===== src/rtl/ssd_capture_if.sv =====
// Display-pin and update-stream bundle for ssd_capture; slave = capture block, master = board/bench side.
// SSD_CAPTURE_DP_EN adds the decimal-point pin and its captured/update outputs.
interface ssd_capture_if #(parameter int NDIG = 4);
    localparam int DW = $clog2(NDIG);

    logic [6:0]        seg_n;
    logic [NDIG-1:0]   an_n;
    logic [4*NDIG-1:0] hex_out;
    logic [NDIG-1:0]   digit_valid;
    logic              upd_valid;
    logic              upd_ready;
    logic [DW-1:0]     upd_digit;
    logic [3:0]        upd_value;
    logic              bad_pattern;
    logic              overrun;
    logic              clr_err;
`ifdef SSD_CAPTURE_DP_EN
    logic              dp_n;
    logic [NDIG-1:0]   dp_out;
    logic              upd_dp;
`endif

    modport slave (
`ifdef SSD_CAPTURE_DP_EN
        input  dp_n,
        output dp_out, upd_dp,
`endif
        input  seg_n, an_n, upd_ready, clr_err,
        output hex_out, digit_valid, upd_valid, upd_digit, upd_value, bad_pattern, overrun
    );

    modport master (
`ifdef SSD_CAPTURE_DP_EN
        output dp_n,
        input  dp_out, upd_dp,
`endif
        output seg_n, an_n, upd_ready, clr_err,
        input  hex_out, digit_valid, upd_valid, upd_digit, upd_value, bad_pattern, overrun
    );
endinterface


===== src/rtl/ssd_capture.sv =====
// Recovers hex digits from a multiplexed active-low 7-segment bus and reports changes as an update stream.
// Optional feature macro: SSD_CAPTURE_DP_EN (decimal point captured and compared alongside the segments).
module ssd_capture #(
    parameter int NDIG          = 4,
    parameter int STABLE_CYCLES = 8
) (
    input logic         clk,
    input logic         rst_n,
    ssd_capture_if.slave bus
);
    localparam int DW = $clog2(NDIG);
    localparam int CW = $clog2(STABLE_CYCLES + 1);
`ifdef SSD_CAPTURE_DP_EN
    localparam int SW = 8;
`else
    localparam int SW = 7;
`endif

    typedef enum logic [1:0] {IDLE, SETTLE, CAPTURE, WAIT_REL} state_t;

    logic [SW-1:0]         pins, s_m, s_s, s_p, cap_s;
    logic [NDIG-1:0]       a_m, a_s, a_p, cap_a;
    logic [CW-1:0]         cnt;
    state_t                state, state_nx;
    logic [NDIG-1:0][3:0]  hex_q;
    logic [NDIG-1:0]       dv_q;
    logic                  upd_vld, bad_q, ovr_q;
    logic [DW-1:0]         upd_dig, dig;
    logic [3:0]            upd_val, dec_val;
    logic                  dec_ok, p_onehot, stable, cap_chg, ev;

`ifdef SSD_CAPTURE_DP_EN
    logic [NDIG-1:0]       dp_q;
    logic                  upd_dp_q;
    assign pins = {bus.dp_n, bus.seg_n};
`else
    assign pins = bus.seg_n;
`endif

    function automatic logic one_low(input logic [NDIG-1:0] an);
        logic [NDIG-1:0] x;
        x = ~an;
        return (x != '0) && ((x & (x - 1'b1)) == '0);
    endfunction

    function automatic logic [4:0] decode(input logic [6:0] s);
        case (s)
            7'h40: decode = {1'b1, 4'h0};  7'h79: decode = {1'b1, 4'h1};
            7'h24: decode = {1'b1, 4'h2};  7'h30: decode = {1'b1, 4'h3};
            7'h19: decode = {1'b1, 4'h4};  7'h12: decode = {1'b1, 4'h5};
            7'h02: decode = {1'b1, 4'h6};  7'h78: decode = {1'b1, 4'h7};
            7'h00: decode = {1'b1, 4'h8};  7'h10: decode = {1'b1, 4'h9};
            7'h08: decode = {1'b1, 4'hA};  7'h03: decode = {1'b1, 4'hB};
            7'h46: decode = {1'b1, 4'hC};  7'h21: decode = {1'b1, 4'hD};
            7'h06: decode = {1'b1, 4'hE};  7'h0E: decode = {1'b1, 4'hF};
            default: decode = 5'h00;
        endcase
    endfunction

    // s_p/a_p is the sample whose run length cnt describes; all FSM decisions use it
    always_ff @(posedge clk or negedge rst_n) begin
        if (!rst_n) begin
            s_m <= '1; s_s <= '1; s_p <= '1;
            a_m <= '1; a_s <= '1; a_p <= '1;
            cnt <= '0;
        end else begin
            s_m <= pins;  s_s <= s_m;  s_p <= s_s;
            a_m <= bus.an_n; a_s <= a_m; a_p <= a_s;
            if ({s_s, a_s} != {s_p, a_p})
                cnt <= CW'(1);
            else if (cnt != CW'(STABLE_CYCLES))
                cnt <= cnt + 1'b1;
        end
    end

    assign p_onehot = one_low(a_p);
    assign stable   = (cnt == CW'(STABLE_CYCLES));
    assign cap_chg  = ({s_p, a_p} != {cap_s, cap_a});

    always_ff @(posedge clk or negedge rst_n) begin
        if (!rst_n) state <= IDLE;
        else        state <= state_nx;
    end

    always_comb begin
        state_nx = state;
        case (state)
            IDLE:     if (p_onehot) state_nx = SETTLE;
            SETTLE:   if (!p_onehot) state_nx = IDLE;
                      else if (stable) state_nx = CAPTURE;
            CAPTURE:  state_nx = WAIT_REL;
            WAIT_REL: if (cap_chg) state_nx = IDLE;
            default:  state_nx = IDLE;
        endcase
    end

    always_ff @(posedge clk or negedge rst_n) begin
        if (!rst_n) begin
            cap_s <= '1;
            cap_a <= '1;
        end else if (state == SETTLE && state_nx == CAPTURE) begin
            cap_s <= s_p;
            cap_a <= a_p;
        end
    end

    always_comb begin
        dig = '0;
        for (int i = 0; i < NDIG; i++)
            if (!cap_a[i]) dig = DW'(i);
    end

    assign {dec_ok, dec_val} = decode(cap_s[6:0]);
`ifdef SSD_CAPTURE_DP_EN
    assign ev = !dv_q[dig] || (hex_q[dig] != dec_val) || (dp_q[dig] != ~cap_s[7]);
`else
    assign ev = !dv_q[dig] || (hex_q[dig] != dec_val);
`endif

    // error sets are written after the clear so a same-cycle set wins
    always_ff @(posedge clk or negedge rst_n) begin
        if (!rst_n) begin
            hex_q   <= '0;
            dv_q    <= '0;
            upd_vld <= 1'b0;
            upd_dig <= '0;
            upd_val <= '0;
            bad_q   <= 1'b0;
            ovr_q   <= 1'b0;
`ifdef SSD_CAPTURE_DP_EN
            dp_q     <= '0;
            upd_dp_q <= 1'b0;
`endif
        end else begin
            if (upd_vld && bus.upd_ready) upd_vld <= 1'b0;
            if (bus.clr_err) begin
                bad_q <= 1'b0;
                ovr_q <= 1'b0;
            end
            if (state == CAPTURE) begin
                if (dec_ok) begin
                    hex_q[dig] <= dec_val;
                    dv_q[dig]  <= 1'b1;
`ifdef SSD_CAPTURE_DP_EN
                    dp_q[dig]  <= ~cap_s[7];
`endif
                    if (ev) begin
                        if (upd_vld && !bus.upd_ready) begin
                            ovr_q <= 1'b1;
                        end else begin
                            upd_vld <= 1'b1;
                            upd_dig <= dig;
                            upd_val <= dec_val;
`ifdef SSD_CAPTURE_DP_EN
                            upd_dp_q <= ~cap_s[7];
`endif
                        end
                    end
                end else begin
                    dv_q[dig] <= 1'b0;
                    bad_q     <= 1'b1;
                end
            end
        end
    end

    assign bus.hex_out     = hex_q;
    assign bus.digit_valid = dv_q;
    assign bus.upd_valid   = upd_vld;
    assign bus.upd_digit   = upd_dig;
    assign bus.upd_value   = upd_val;
    assign bus.bad_pattern = bad_q;
    assign bus.overrun     = ovr_q;
`ifdef SSD_CAPTURE_DP_EN
    assign bus.dp_out      = dp_q;
    assign bus.upd_dp      = upd_dp_q;
`endif
endmodule


===== src/flat_wrapper.sv =====
// flat-port wrapper written by rule: the top's interface ports become plain ports
module ssd_capture_flat 
#(
    parameter int NDIG          = 4,
    parameter int STABLE_CYCLES = 8
)
  (clk, rst_n, bus_seg_n, bus_an_n, bus_upd_ready, bus_clr_err, bus_hex_out, bus_digit_valid, bus_upd_valid, bus_upd_digit, bus_upd_value, bus_bad_pattern, bus_overrun);
  ssd_capture_if #(.NDIG(NDIG)) bus_i ();
  input logic clk;
  input logic rst_n;
  input wire logic [$bits(bus_i.seg_n)-1:0] bus_seg_n;
  input wire logic [$bits(bus_i.an_n)-1:0] bus_an_n;
  input wire logic [$bits(bus_i.upd_ready)-1:0] bus_upd_ready;
  input wire logic [$bits(bus_i.clr_err)-1:0] bus_clr_err;
  output wire logic [$bits(bus_i.hex_out)-1:0] bus_hex_out;
  output wire logic [$bits(bus_i.digit_valid)-1:0] bus_digit_valid;
  output wire logic [$bits(bus_i.upd_valid)-1:0] bus_upd_valid;
  output wire logic [$bits(bus_i.upd_digit)-1:0] bus_upd_digit;
  output wire logic [$bits(bus_i.upd_value)-1:0] bus_upd_value;
  output wire logic [$bits(bus_i.bad_pattern)-1:0] bus_bad_pattern;
  output wire logic [$bits(bus_i.overrun)-1:0] bus_overrun;
  assign bus_i.seg_n = bus_seg_n;
  assign bus_i.an_n = bus_an_n;
  assign bus_i.upd_ready = bus_upd_ready;
  assign bus_i.clr_err = bus_clr_err;
  assign bus_hex_out = bus_i.hex_out;
  assign bus_digit_valid = bus_i.digit_valid;
  assign bus_upd_valid = bus_i.upd_valid;
  assign bus_upd_digit = bus_i.upd_digit;
  assign bus_upd_value = bus_i.upd_value;
  assign bus_bad_pattern = bus_i.bad_pattern;
  assign bus_overrun = bus_i.overrun;
  ssd_capture #(.NDIG(NDIG), .STABLE_CYCLES(STABLE_CYCLES)) u_core (.clk(clk), .rst_n(rst_n), .bus(bus_i));
endmodule

===== config.mk =====
export PLATFORM = sky130hd
export DESIGN_NAME = ssd_capture_flat
export DESIGN_NICKNAME = d
export VERILOG_FILES = /design/src/rtl/ssd_capture_if.sv /design/src/rtl/ssd_capture.sv /design/src/flat_wrapper.sv
export SDC_FILE = /design/constraint.sdc
export NUM_CORES = 1
export LEC_CHECK = 0
export CAP_MARGIN = 20
export CELL_PAD_IN_SITES_DETAIL_PLACEMENT = 0
export CELL_PAD_IN_SITES_GLOBAL_PLACEMENT = 1
export CORE_UTILIZATION = 45
export CTS_CLUSTER_SIZE = 10
export DETAILED_ROUTE_END_ITERATION = 8
export GPL_ROUTABILITY_DRIVEN = 0
export PLACE_DENSITY_LB_ADDON = 0.05
export SLEW_MARGIN = 0
export SYNTH_ARGS = -nofsm -noshare
export SYNTH_HDL_FRONTEND = slang
export SYNTH_SLANG_ARGS = --single-unit

===== constraint.sdc =====
create_clock -name clk -period 3.6 [get_ports clk]
set_input_delay 0.72 -clock clk [delete_from_list [all_inputs] [get_ports clk]]
set_output_delay 0.72 -clock clk [all_outputs]
set_load 0.005 [all_outputs]

### Word-level counts from Yosys, hierarchy flattened

Index checks and enable logic that the tools add are counted.

| word-level totals | value |
|---|---|
| bits in registers | 79 |
| bits of input ports | 15 |
| logic and storage cells | 103 |

| operators by class | value |
|---|---|
| order comparisons | 2 |
| bitwise operators | 6 |
| mux-type cells | 34 |
| add/sub/neg operators | 2 |
| eq/ne operators | 24 |
| reduce and logical (&&, ||, !) cells | 15 |

Operator list:

| kind | number |
|---|---|
| case mux 5 bit (16 select lines) | 1 |
| == test 7 bit (second input constant) | 4 |
| != test 11 bit | 2 |
| == test 7 x 5 -> 1 bit (second input constant) | 3 |
| == test 7 x 6 -> 1 bit (second input constant) | 3 |
| two-way mux 4 bit | 5 |
| bitwise mux 16 bit | 1 |
| two-way mux 1 bit | 16 |
| == test 7 x 2 -> 1 bit (second input constant) | 2 |
| == test 7 x 4 -> 1 bit (second input constant) | 2 |
| two-way mux 2 bit | 6 |
| bitwise AND 4 bit | 2 |
| binary-select mux 4 bit (select 2 bit) | 1 |
| demux 4 bit (select 2 bit) | 1 |
| NOT 4 bit | 2 |
| case mux 2 bit (4 select lines) | 1 |
| == test 7 x 3 -> 1 bit (second input constant) | 1 |
| zero test 7 bit | 1 |
| == test 2 bit (second input constant) | 3 |
| logical AND 1 bit | 5 |
| adder 4 x 1 -> 4 bit (second input constant) | 1 |
| == test 4 bit (second input constant) | 1 |
| zero test 4 bit | 1 |
| != test 4 bit | 1 |
| 16 further kinds | 17 |

### Longest topological paths before layout

Gate-level depths: netlist of the first run.

| logic depth | value |
|---|---|
| depth after elaboration | 10 |
| depth in mapped cells | 9 |

### Worst setup path after synthesis of the first run

OpenSTA, ideal clock, no wires.

| path | value |
|---|---|
| kind | flip-flop to flip-flop |
| from | reg u_core.cap_a[1] |
| to | reg u_core.upd_dig[1] (netlist: u_core.bus.upd_digit[1]) |
| path buffers | 1 |
| data required time | 3.475 ns |
| slack | 1.130 ns |
| stages on the path, launching flop included | 9 |
| arrival time | 2.345 ns |
| cell sequence | dfstp_2 > buf_6 > mux2i_1 > a21oi_1 > or2_2 > o311ai_1 > o2111ai_1 > o2111ai_4 > mux2_2 |

| on the way | value |
|---|---|
| longest elaborated chain between the ends | 8 |
| elaborated cells on any way between the ends | 11 |
| those cells by class | eq/ne (1); mux (7); reduce/logical (3) |

RTL lines:

| what | line | RTL |
|---|---|---|
| from (decl) | ssd_capture.sv:22 | `logic [NDIG-1:0] a_m, a_s, a_p, cap_a;` |
| from (signal assigned) | ssd_capture.sv:103 | `cap_a <= a_p;` |
| two-way mux 1 bit * | ssd_capture.sv:110 | `if (!cap_a[i]) dig = DW'(i);` |
| two-way mux 2 bit * (2 in a row) | ssd_capture.sv:110 |  |
| binary-select mux 4 bit (select 2 bit) or binary-select mux 1 bit (select 2 bit) (tied branches) | ssd_capture.sv:117 | `assign ev = !dv_q[dig] \|\| (hex_q[dig] != dec_val);` |
| two-way mux 4 bit (not written as such) or two-way mux 1 bit (tied branches) | ssd_capture.sv:117 |  |
| != test 4 bit or zero test 1 bit (tied branches) | ssd_capture.sv:117 |  |
| logical OR 1 bit * | ssd_capture.sv:117 |  |
| AND reduction 4 bit (no line) * | n/a |  |
| to (signal assigned) | ssd_capture.sv:152 | `upd_dig <= dig;` |
| to (decl) | ssd_capture.sv:28 | `logic [DW-1:0] upd_dig, dig;` |

Every way passes the cells marked *; elsewhere a longest branch is shown, timed or not. The select of a mux whose other input is x is not followed.
A chain may end at the register's enable or synchronous reset.

### Worst setup path in the final report of the first run

| path | value |
|---|---|
| from | reg u_core.cap_a[1] |
| to | reg u_core.upd_val[0] (netlist: u_core.bus.upd_value[0]) |

| on the way | value |
|---|---|
| longest elaborated chain between the ends | 8 |
| elaborated cells on any way between the ends | 11 |
| those cells by class | eq/ne (1); mux (7); reduce/logical (3) |

RTL lines:

| what | line | RTL |
|---|---|---|
| two-way mux 1 bit * | ssd_capture.sv:110 |  |
| two-way mux 2 bit * (2 in a row) | ssd_capture.sv:110 |  |
| binary-select mux 4 bit (select 2 bit) or binary-select mux 1 bit (select 2 bit) (tied branches) | ssd_capture.sv:117 |  |
| two-way mux 4 bit (not written as such) or two-way mux 1 bit (tied branches) | ssd_capture.sv:117 |  |
| != test 4 bit or zero test 1 bit (tied branches) | ssd_capture.sv:117 |  |
| logical OR 1 bit * | ssd_capture.sv:117 |  |
| AND reduction 4 bit (no line) * | n/a |  |
| to (signal assigned) | ssd_capture.sv:153 | `upd_val <= dec_val;` |
| to (decl) | ssd_capture.sv:29 | `logic [3:0] upd_val, dec_val;` |

Marked as above.

==> flow_metrics.env, run 1 <==
export IMPL_clock_skew_ns=0.0141
export IMPL_multiInputGateArea_sq_mm=0.00144
export IMPL_fin_setup_tns_ns=0
export IMPL_grt_max_degree=80
export IMPL_post_route_util_pct=54.9
export IMPL_mostFrequentLayoutCell="dfstp_2"
export IMPL_worstPathCellList="mux2i_1 -> a21oi_1 -> or2_2 -> o311ai_1 -> o2111ai_1 -> o2111ai_4 -> mux2_2"
export IMPL_final_cell_mix="dfstp_2 (44), clkdlybuf4s50_1 (42), dfrtp_1 (35), nand2_1 (27), o21ai_0 (23)"
export IMPL_wl_per_cell_um=15.6
export IMPL_post_cts_resized=0
export IMPL_drc_errors=0
export IMPL_grt_pass1_wl_um=12200
export IMPL_relSlewSlack_pct=36.1
export IMPL_synth_ff_type="dfstp_2"
export IMPL_num_vias=2349
export IMPL_insertion_delay_ns=0.35
export IMPL_powerDensity_mw_per_mm2=374
export IMPL_synth_area_leaders="dfstp_2 (32%), dfrtp_1 (24%), mux2_2 (5.0%)"
export IMPL_cp_arrival_ns=3.02
export IMPL_ir_drop_uv=268
export IMPL_grt_setup_unrepaired="false"
export IMPL_p_sw_share_pct=23.3
export IMPL_synthesis_instances=300
export IMPL_fp_dieW_um=91.9
export IMPL_setup_viol=0
export IMPL_ios=44
export IMPL_n_antenna_cell=0
export IMPL_worst_slew_pin_transition_ns=0.958
export IMPL_synth_top_area_cell="dfstp_2"
export IMPL_rows=32
export IMPL_cts_max_level=3
export IMPL_synth_distinct_cells=56
export IMPL_pwr_share_clk_pct=37.8
export IMPL_grt_pass1_vias=2334
export IMPL_clk_pin_slew_ns=0.09
export IMPL_cp_required_ns=3.83
export IMPL_worst_hold_slack_ns=0.342
export IMPL_synth_edff_count=0
export IMPL_status="finished clean"
export IMPL_hold_class="flop to flop"
export IMPL_cts_tree="built"
export IMPL_final_max_slew_viol_count=0
export IMPL_hold_violations=0
export IMPL_ys_seq_elements=79
export IMPL_stdcell_area_sq_mm=0.00427
export IMPL_intPower_mw=1.22
export IMPL_yosys_warnings=0
export IMPL_leakagePower_nw=1.71
export IMPL_numCtsBuffers=9
export IMPL_cts_buffer_depth=2
export IMPL_synth_area_sq_mm=0.00363
export IMPL_wl_um=7060
export IMPL_fmax_mhz=359
export IMPL_die_height_um=91.9
export IMPL_dr_pass1_iters=4
export IMPL_regArea_sq_mm=0.00203
export IMPL_synthArstFlopShare_pct=100
export IMPL_nets=361
export IMPL_drt_iter0_markers=103
export IMPL_endpoint_kind="flop"
export IMPL_p_comb_share_pct=3.3
export IMPL_slowest_stage="dfstp_2"
export IMPL_period_share_pct=77.4
export IMPL_synth_top_area_share_pct=31.8
export IMPL_cts_hold_buf=0
export IMPL_grt_overflow_total=0
export IMPL_placedInstanceArea_sq_mm=0.00409
export IMPL_clockRootBuffer="clkbuf_8"
export IMPL_critPathLaunchType="flop"
export IMPL_synth_area_per_cell_sq_um=12.1
export IMPL_io_buffers=43
export IMPL_cts_sinks=79
export IMPL_ant_nets=0
export IMPL_switching_power_uw=372
export IMPL_ys_seq_area_share_pct=55.9
export IMPL_path_class="flop to flop"
export IMPL_period_minus_slack_ns=2.79
export IMPL_layout_drive_gt1_share_pct=26.9
export IMPL_p_total_mw=1.59
export IMPL_core_area_sq_mm=0.00777
export IMPL_cts_setup_buffers=0
export IMPL_fill_cells=687
export IMPL_grt_usage_pct=18.7
export IMPL_area_growth_syn_to_layout_pct=17.3
export IMPL_syn_nets=317
export IMPL_start_util_pct=46.8
export IMPL_cap_violations=0
export IMPL_hpwlAfterDp_um=4970
export IMPL_vias_per_cell=5.21
export IMPL_seqPwrFrac_pct=58.9
export IMPL_cp_slowest_stage_delay_ns=0.68
export IMPL_dieArea_sq_mm=0.00844
export IMPL_antenna_found_initial=0
export IMPL_crit_fanout=10
==> registers in the layout (all words and copies together), names as in the netlist, 2 cells and up, named ones only <==
register / flops
u_core.a_m: 4
u_core.cap_a: 4
u_core.bus.upd_digit: 2
u_core.s_p: 7
u_core.state: 2
u_core.a_s: 4
u_core.bus.upd_value: 4
u_core.s_m: 7
u_core.cnt: 4
u_core.cap_s: 7
u_core.a_p: 4
u_core.bus.hex_out: 16
u_core.s_s: 7
==> power by group through the flow <==
stage	clock, mW	sequential (mW)	combinational (mW)
floorplan	0	0.950	0.0181
global placement	0	0.954	0.0530
detailed placement	0	0.955	0.0534
CTS	0.628	0.940	0.0539
global route	0.661	0.942	0.0599
finish	0.604	0.939	0.0522
==> Yosys cell counts (2+ instances only) <==
| library cell | instances |
|---|---|
| o2111ai_4 | 2 |
| mux2_2 | 16 |
| o21ai_0 | 23 |
| nor2_1 | 12 |
| nand4_1 | 5 |
| nand3_1 | 5 |
| a31oi_1 | 2 |
| or2_2 | 2 |
| a22o_1 | 3 |
| ha_1 | 2 |
| nor3b_1 | 3 |
| mux2i_1 | 8 |
| o21a_1 | 2 |
| mux2_4 | 2 |
| nand2_1 | 27 |
| xor2_1 | 15 |
| buf_6 | 7 |
| xnor2_1 | 13 |
| nor4b_1 | 2 |
| nor4_1 | 2 |
| nor3_1 | 5 |
| dfstp_2 | 44 |
| nand2b_1 | 4 |
| and4bb_1 | 2 |
| a21oi_1 | 10 |
| dfrtp_1 | 35 |
| a211oi_1 | 2 |
| inv_1 | 12 |
| o22ai_1 | 3 |
| nor2b_1 | 2 |
| buf_4 | 3 |
==> worst paths after layout <==
kind                                                   from                                   to  slack (ns)  depth (start not counted)
worst min-delay path                u_core.s_m[4]$_DFF_PN1_              u_core.s_s[4]$_DFF_PN1_        0.34                          0
min in group asynchronous                             rst_n            u_core.cnt[3]$_DFFE_PN0P_        0.53                          1
worst max-delay path            u_core.cap_a[1]$_DFFE_PN1P_  u_core.bus.upd_value[0]$_DFFE_PN0P_        0.81                          7
max in group asynchronous                             rst_n  u_core.bus.upd_value[3]$_DFFE_PN0P_        2.45                          1
worst min register to register      u_core.s_m[4]$_DFF_PN1_              u_core.s_s[4]$_DFF_PN1_        0.34                          0
worst max register to register  u_core.cap_a[1]$_DFFE_PN1P_  u_core.bus.upd_value[0]$_DFFE_PN0P_        0.81                          7
==> final cells by class <==
class / count / share of cell area [%]
Timing Repair Buffer: 45 / 10.4
Sequential cell: 79 / 47.6
Tap cell: 102 / 2.99
Clock inverter: 5 / 0.880
Multi-Input combinational cell: 197 / 33.7
Inverter: 12 / 1.06
Clock buffer: 11 / 3.31
==> cells by family after synthesis <==
family                   Yosys count  synth area share (%)
AO/OA/AOI/OAI                     58                  11.3
XOR/XNOR                          29                  7.19
adder cells (fa/ha/maj)            2                 0.688
buffers and inverters             24                  4.51
flip-flops                        79                  55.9
multiplexers                      26                  7.99
AND/OR/NAND/NOR                   82                  12.4
==> through the flow <==
step	instances	setup slack [ns]
floorplan	300	1.13
detailed placement	435	0.872
finish	451	0.812
CTS	451	0.831
global placement	435	0.973
global route	451	0.684
==> metal layers <==
layer	vias up	track usage, %	wire [um]
met4	0	5.21	98
li1	1134	-	-
met5	-	0	0
met1	1161	27.9	3620
met3	8	4.39	222
met2	46	27.0	3120
==> critical path: cells and delay by family (launching register included) <==
family | cells | cell delay (ns)
compound gates | 4 | 1.06
flops | 1 | 0.68
mux | 2 | 0.61
simple gates | 1 | 0.33
(Power assumes the default switching activity.)
==> run 2, diff against run 1 <==
Clock period 3.6 ns to 2.9 ns, I/O delays scaled along.
==> run 2 against run 1 <==
  * Via count is 0.26% lower
  * Total power is 36% higher
  * Combinational power increased by 23%
  * Clock skew is 0.0056 ns lower
  * Count of clock-buffer cells in the layout decreased by 2
  * Clock power rose by 56%
  * First-iteration DRC count decreased by 0.97%
  * Register-to-register slack worse by 0.61 ns
  * Critical endpoint is now u_core.bus.upd_digit[1]$_DFFE_PN0P_
  * Highest routed layer unchanged
==> flow_metrics.env, run 2 (synthesis gave the netlist of run 1 again) <==
export IMPL_grt_usage_pct=18.1
export IMPL_clock_skew_ns=0.00844
export IMPL_dr_pass1_iters=4
export IMPL_regArea_sq_mm=0.00203
export IMPL_final_cell_mix="dfstp_2 (44), clkdlybuf4s50_1 (42), dfrtp_1 (35), nand2_1 (27), o21ai_0 (23)"
export IMPL_cts_max_level=3
export IMPL_multiInputGateArea_sq_mm=0.00144
export IMPL_vias_per_cell=5.14
export IMPL_cts_tree="built"
export IMPL_mostFrequentLayoutCell="dfstp_2"
export IMPL_grt_max_degree=80
export IMPL_relSlewSlack_pct=36.1
export IMPL_clk_pin_slew_ns=0.09
export IMPL_ios=44
export IMPL_area_growth_syn_to_layout_pct=19.9
export IMPL_cts_buffer_depth=2
export IMPL_fin_setup_tns_ns=0
export IMPL_cp_arrival_ns=2.93
export IMPL_grt_setup_unrepaired="false"
export IMPL_fin_cells=456
export IMPL_die_height_um=91.9
export IMPL_cap_violations=0
export IMPL_antenna_found_initial=0
export IMPL_ir_drop_uv=287
export IMPL_final_max_slew_viol_count=0
export IMPL_core_area_sq_mm=0.00777
export IMPL_drt_iter0_markers=102
export IMPL_hpwlAfterDp_um=4950
export IMPL_insertion_delay_ns=0.34
export IMPL_n_antenna_cell=0
export IMPL_cp_required_ns=3.13
export IMPL_nets=366
export IMPL_num_vias=2343
export IMPL_grt_overflow_total=0
export IMPL_worstPathCellList="and4bb_1 -> o21a_1 -> or2_1 -> o311ai_1 -> o2111ai_1 -> o2111ai_4 -> mux2_2"
export IMPL_wl_per_cell_um=15.1
export IMPL_cts_setup_buffers=0
export IMPL_dieArea_sq_mm=0.00844
export IMPL_hold_violations=0
export IMPL_grt_pass1_vias=2324
export IMPL_critPathLaunchType="flop"
export IMPL_cp_slowest_stage_delay_ns=0.67
export IMPL_cts_sinks=79
export IMPL_clockRootBuffer="clkbuf_8"
export IMPL_endpoint_kind="flop"
export IMPL_path_class="flop to flop"
export IMPL_wl_um=6890
export IMPL_largest_reg_flops=16
export IMPL_post_cts_resized=0
export IMPL_period_minus_slack_ns=2.69
export IMPL_io_buffers=43
export IMPL_dp_cells=440
export IMPL_slowest_stage="dfstp_2"
export IMPL_layout_drive_gt1_share_pct=28.2
export IMPL_rows=32
export IMPL_cts_hold_buf=0
export IMPL_hold_class="flop to flop"
export IMPL_numCtsBuffers=9
export IMPL_setup_viol=0
export IMPL_ant_nets=0
export IMPL_status="finished clean"
export IMPL_period_share_pct=92.9
export IMPL_fill_cells=687
export IMPL_fmax_mhz=371
export IMPL_worst_slew_pin_transition_ns=0.959
export IMPL_crit_fanout=15
export IMPL_grt_pass1_wl_um=11700
export IMPL_fp_dieW_um=91.9
export IMPL_start_util_pct=46.8
export IMPL_powerDensity_mw_per_mm2=498
export IMPL_drc_errors=0
export IMPL_leakagePower_nw=1.77
-- run 2: worst paths after layout --
check,depth (start not counted),slack [ns],startpoint,to
hold reg to reg,0,0.36,u_core.a_m[3]$_DFF_PN1_,u_core.a_s[3]$_DFF_PN1_
max in group asynchronous,1,1.90,rst_n,u_core.bus.hex_out[9]$_DFFE_PN0P_
setup / recovery,7,0.21,u_core.cap_s[4]$_DFFE_PN1P_,u_core.bus.upd_digit[1]$_DFFE_PN0P_
setup reg to reg,7,0.21,u_core.cap_s[4]$_DFFE_PN1P_,u_core.bus.upd_digit[1]$_DFFE_PN0P_
min in group asynchronous,1,0.39,rst_n,u_core.state[0]$_DFF_PN0_
hold / removal,0,0.36,u_core.a_m[3]$_DFF_PN1_,u_core.a_s[3]$_DFF_PN1_
-- run 2: stage by stage --
step           area (sq um)  util, %  total power, mW  setup slack [ns]  hold slack [ns]
4_1_cts                4360     56.1             2.21             0.207            0.360
3_5_place_dp           4120     53.1             1.25             0.215            0.347
3_3_place_gp           4120     53.1             1.25             0.281            0.345
6_report               4360     56.1             2.17             0.205            0.359
5_1_grt                4360     56.1             2.27            0.0409            0.363
2_1_floorplan          3630        -             1.20             0.430            0.284
-- run 2: final cells by class --
type / count / area share [%]
Clock buffer: 9 / 2.84
Timing Repair Buffer: 50 / 11.0
Clock inverter: 7 / 2.50
Sequential cell: 79 / 46.6
Multi-Input combinational cell: 197 / 33.0
Inverter: 12 / 1.03
Tap cell: 102 / 2.93
-- run 2: layer usage --
metal / wire length [um] / global-route usage (%) / part of all wire (%)
met2: 3100 / 27.1 / 45
met5: 0 / 0 / 0
met3: 168 / 2.90 / 2.4
met4: 107 / 7.29 / 1.6
met1: 3510 / 26.4 / 51
-- run 2: power by group --
part           internal (mW)  switching, mW
combinational         0.0311         0.0333
clock                  0.506          0.434
sequential              1.15         0.0199
total                   1.68          0.487
-- run 2: worst max-delay path, delay by kind of cell, from the launching register on --
family             cells  cell delay [ns]
muxes                  1             0.38
and+or+nand+nor        2             0.49
DFF                    1             0.67
AOI/OAI and AO/OA      4             1.04
==> run 3, diff against run 2 <==
Settings changed: CTS_CLUSTER_DIAMETER set to 100.
==> results of run 3 <==
Same layout as run 2: the final DEF is identical, and so are final timing and power.
